--- src/rtl/flash_pulse_timer.sv ---
// Flash period timer: latches a 3-bit speed code from the game FSM and emits
// a one-cycle pulse at the end of every flash period, plus a half-period
// flash gate for the LED path.
module flash_pulse_timer #(
    parameter int unsigned TICK_DIV = 50000,
    parameter int unsigned BASE_MS  = 800,
    parameter int unsigned STEP_MS  = 100
) (
    input  logic       clk,
    input  logic       reset_n,
    input  logic       load_speed,
    input  logic [2:0] speed,
    input  logic       halt,
    output logic       pulse,
    output logic       flash,
    output logic       running,
    output logic [2:0] speed_q
);

    localparam int unsigned TW = $clog2(TICK_DIV);
    localparam int unsigned PW = $clog2(BASE_MS + 1);

    localparam logic [TW-1:0] TICK_LAST = TW'(TICK_DIV - 1);
    localparam logic [PW-1:0] BASE_P    = PW'(BASE_MS);
    localparam logic [PW-1:0] STEP_P    = PW'(STEP_MS);

    typedef enum logic {
        IDLE,
        RUN
    } state_t;

    state_t        state, state_nx;
    logic [TW-1:0] tick_cnt, tick_nx;
    logic [PW-1:0] period_cnt, period_nx;
    logic [PW-1:0] period_ticks, half_ticks;
    logic [2:0]    speed_nx;
    logic          pulse_nx, flash_nx;
    logic          tick_wrap;

    // Period length in ticks for the latched code, and its flash half
    always_comb begin
        period_ticks = BASE_P - PW'(speed_q) * STEP_P;
        half_ticks   = period_ticks >> 1;
        tick_wrap    = (tick_cnt == TICK_LAST);
    end

    // Next-state, counter and output decode; halt beats load beats terminal count
    always_comb begin
        state_nx  = state;
        tick_nx   = tick_cnt;
        period_nx = period_cnt;
        speed_nx  = speed_q;
        pulse_nx  = 1'b0;
        flash_nx  = 1'b0;
        case (state)
            IDLE: begin
                tick_nx   = '0;
                period_nx = '0;
                if (load_speed && !halt) begin
                    state_nx = RUN;
                    speed_nx = speed;
                end
            end
            RUN: begin
                if (halt) begin
                    state_nx  = IDLE;
                    tick_nx   = '0;
                    period_nx = '0;
                end else if (load_speed) begin
                    speed_nx  = speed;
                    tick_nx   = '0;
                    period_nx = '0;
                end else begin
                    // Gate follows the pre-edge period count, so it rises one edge after a (re)load
                    flash_nx = (period_cnt < half_ticks);
                    if (tick_wrap) begin
                        tick_nx = '0;
                        if (period_cnt == period_ticks - PW'(1)) begin
                            period_nx = '0;
                            pulse_nx  = 1'b1;
                        end else begin
                            period_nx = period_cnt + PW'(1);
                        end
                    end else begin
                        tick_nx = tick_cnt + TW'(1);
                    end
                end
            end
            default: begin
                state_nx  = IDLE;
                tick_nx   = '0;
                period_nx = '0;
            end
        endcase
    end

    // State, counters and registered outputs
    always_ff @(posedge clk or negedge reset_n) begin
        if (!reset_n) begin
            state      <= IDLE;
            tick_cnt   <= '0;
            period_cnt <= '0;
            speed_q    <= '0;
            pulse      <= 1'b0;
            flash      <= 1'b0;
            running    <= 1'b0;
        end else begin
            state      <= state_nx;
            tick_cnt   <= tick_nx;
            period_cnt <= period_nx;
            speed_q    <= speed_nx;
            pulse      <= pulse_nx;
            flash      <= flash_nx;
            running    <= (state == RUN);
        end
    end

endmodule

--- config.mk ---
export PLATFORM = sky130hd
export DESIGN_NAME = flash_pulse_timer
export DESIGN_NICKNAME = d
export VERILOG_FILES = /design/src/rtl/flash_pulse_timer.sv
export SDC_FILE = /design/constraint.sdc
export NUM_CORES = 1
export LEC_CHECK = 0
export ABC_CLOCK_PERIOD_IN_PS = 7200
export CAP_MARGIN = 20
export CORE_ASPECT_RATIO = 1.1
export CORE_MARGIN = 3
export CORE_UTILIZATION = 60
export DETAILED_ROUTE_END_ITERATION = 8
export GPL_TIMING_DRIVEN = 0
export PLACE_DENSITY = 0.85
export SKIP_LAST_GASP = 1
export SYNTH_ARGS = -nofsm -noshare
export SYNTH_HDL_FRONTEND = slang
export SYNTH_SLANG_ARGS = --single-unit
--- constraint.sdc ---
create_clock -name clk -period 7.2 [get_ports clk]
set_input_delay 0.72 -clock clk [delete_from_list [all_inputs] [get_ports clk]]
set_output_delay 0.72 -clock clk [all_outputs]
set_load 0.02 [all_outputs]
==> results.json <==
{
  "outcome": "completed",
  "cts_root_buf": "clkbuf_4",
  "cts-resized-gates": 0,
  "drt_iter0_drc": 85,
  "place.detailed.hpwl_um": 2956,
  "dp.cells": 263,
  "die_h_um": 67.22,
  "period_needed_ns": 3.247,
  "cellLeakagePower_nw": 1.031,
  "final-hold-violation-count": 0,
  "slew_headroom_pct": 53.09,
  "port_buffers": 12,
  "rrSetupSlack_ns": 3.95,
  "clock_sinks": 33,
  "synth_cell_type_count": 37,
  "coreArea_sq_um": 3153,
  "path_clk_slew_ns": 0.10,
  "tns_ns": 0,
  "antenna_found_initial": 0,
  "reg2reg_from": "speed_q[2]$_DFFE_PN0P_",
  "grt_max_degree": 34,
  "synth.largest_area_cell": "dfrtp_1",
  "arrival_ns": 3.51,
  "syn_inst": 217,
  "fin_cells": 271,
  "die_w_um": 61.66,
  "cts_tree": "done",
  "setup_viol": 0,
  "min_period_over_period_pct": 45.10,
  "nFillCells": 248,
  "synth_top_area_share_pct": 40.39,
  "netlist_area_sq_um": 2044,
  "syn_to_final_growth_pct": 11.14,
  "drt-total-wl_um": 3937,
  "die_area_sq_um": 4144,
  "grt-ovfl-total": 0,
  "grt_pass1_wl_um": 6824,
  "numCtsBuffers": 5,
  "max-vdd-ir-drop_v": 0.0001514,
  "htreeDepth": 2,
  "antenna_cells": 0,
  "hp-class": "in2async",
  "required_ns": 7.47,
  "wl_per_cell_um": 14.53,
  "vias": 1562,
  "setup.worst_path.start": "speed_q[2]$_DFFE_PN0P_",
  "drtAntennaViolNets": 0,
  "yosysWarnings": 0,
  "drc": 0,
  "cp-start-kind": "flop",
  "cts_buffer_depth": 2,
  "rr_endpoint": "pulse$_DFF_PN0_",
  "viasPerCell": 5.764,
  "start_util_pct": 64.84,
  "dr.pass1.iters": 4,
  "worst_pin_slew_ns": 0.7036,
  "worst-path-max-fanout": 7,
  "ys_ff_latch": 33,
  "path_class": "reg2reg",
  "synthTopCellsByArea": "dfrtp_1 40%, ha_1 12%, xor2_1 9.4%, nor2_1 5.7%, xnor2_1 4.7%",
  "endpoint_kind": "flop",
  "fin_worst_skew_ns": 0.003128,
  "ctsHoldBuffers": 0,
  "grt_setup_unrepaired": "false",
  "drv_cap": 0,
  "holdWs_ns": 0.4330,
  "io_pins": 13,
  "power_density_nw_per_um2": 179.5,
  "gp_congestion": 0.8559,
  "track_usage_pct": 22.17,
  "drive_above_1_share_pct": 7.173,
  "grt_pass1_vias": 1588,
  "post-cts-setup-buffer-count": 0,
  "synthesis.nets": 243,
  "timing.fmax_ghz": 0.3080,
  "reg2reg_depth": 11,
  "crit_path_end": "pulse$_DFF_PN0_",
  "synth_seq_area_share_pct": 40.39,
  "synth.avg_cell_area_sq_um": 9.421,
  "clkLatencyLatePin_ns": 0.32,
  "finalPower_w": 0.0004080,
  "drv_slew": 0,
  "fp-row-count": 21,
  "nets": 262
}
[sequential cells by signal, summed over array words and instances, names as in the netlist]
name / count
speed_q: 3
running: 1
flash: 1
state: 1
period_cnt: 10
pulse: 1
tick_cnt: 16
[stage by stage]
stage                     cell area, sq um  setup WS (ns)  util [%]
final                                 2272          3.953     72.06
after floorplan                       2044          4.178         -
after global routing                  2272          3.752     72.06
after global placement                2207          3.987     70.00
after CTS                             2272          3.962     72.06
after detailed placement              2202          3.980     69.84
[worst max-delay path: stages, from the launching register on]
cell and delay [ns]:
dfrtp_1 0.52, inv_1 0.13, ha_1 0.29, ha_1 0.20
ha_1 0.31, or3_1 0.32, o221a_2 0.29, and4b_1 0.24
xor2_1 0.16, xnor2_1 0.17, nor4b_1 0.37, and3_1 0.20
[cells in the mapped netlist, drive strengths merged]
library cell and instances:
a211oi 2, a21boi 2, a21o 3, a21oi 2, a31oi 1, and2 2, and3 7, and4b 1
buf 1, clkbuf 1, dfrtp 33, ha 19, inv 5, mux2 1, nand2 21, nand2b 1
nand3 17, nand4 3, nand4b 1, nor2 31, nor2b 1, nor3 2, nor3b 1, nor4 1
nor4b 2, o211ai 1, o21ai 14, o221a 1, o22ai 1, or3 4, or4 2, xnor2 11
xor2 22
[worst min-delay path by stage]
stage               cells past startpoint                        end
floorplan                               0          running$_DFF_PN0_
finish                                  1  period_cnt[5]$_DFFE_PN0P_
CTS                                     0          running$_DFF_PN0_
global route                            1  period_cnt[5]$_DFFE_PN0P_
detailed placement                      0          running$_DFF_PN0_
global placement                        0          running$_DFF_PN0_
[power breakdown]
part | internal [W] | leakage, nW | switching, W
Clock | 0.0000566 | 0.0413 | 0.0000610
Combinational | 0.0000419 | 0.537 | 0.0000544
Sequential | 0.000189 | 0.452 | 0.00000505
[layer usage]
layer	up-vias	wire length, um	track usage, %	share of wire (%)
met3	7	66	4.780	1.7
met1	748	1855	28.99	47
met2	15	1955	35.99	50
met5	-	0	0	0
li1	792	-	-	-
met4	0	59	7.427	1.5
[layout by cell type, fill, tap and decap left out, drive strengths merged, types with 2 or more instances in the layout]
cell type and count:
a211oi 2, a21boi 2, a21o 3, a21oi 2
and2 2, and3 7, buf 2, clkbuf 8
clkdlybuf4s50 11, dfrtp 33, ha 19, inv 5
nand2 21, nand3 17, nand4 3, nor2 31
nor3 2, nor4b 2, o21ai 14, or3 4
or4 2, xnor2 11, xor2 22
[cell families (layout without fill, tap and decap cells)]
| family | Yosys count | count (layout) | share of synthesized area [%] |
|---|---|---|---|
| AOI/OAI and AO/OA | 27 | 27 | 8.018 |
| xor gates and xnor gates | 33 | 33 | 14.14 |
| adders and majority gates | 19 | 19 | 11.63 |
| buffers and inverters | 7 | 27 | 1.346 |
| DFF | 33 | 33 | 40.39 |
| muxes | 1 | 1 | 0.5508 |
| and+or+nand+nor | 97 | 97 | 23.93 |
[area by class of cell]
type	count	area (sq um)	share of cell area, %
Clock buffer	7	65.06	2.863
Timing Repair Buffer	12	115.1	5.066
Tap cell	34	42.54	1.872
Buffer	2	8.758	0.3855
Clock inverter	1	5.005	0.2203
Sequential cell	33	825.8	36.34
Inverter	5	18.77	0.8260
Multi-Input combinational cell	177	1191	52.42
(Power assumes the default switching activity.)
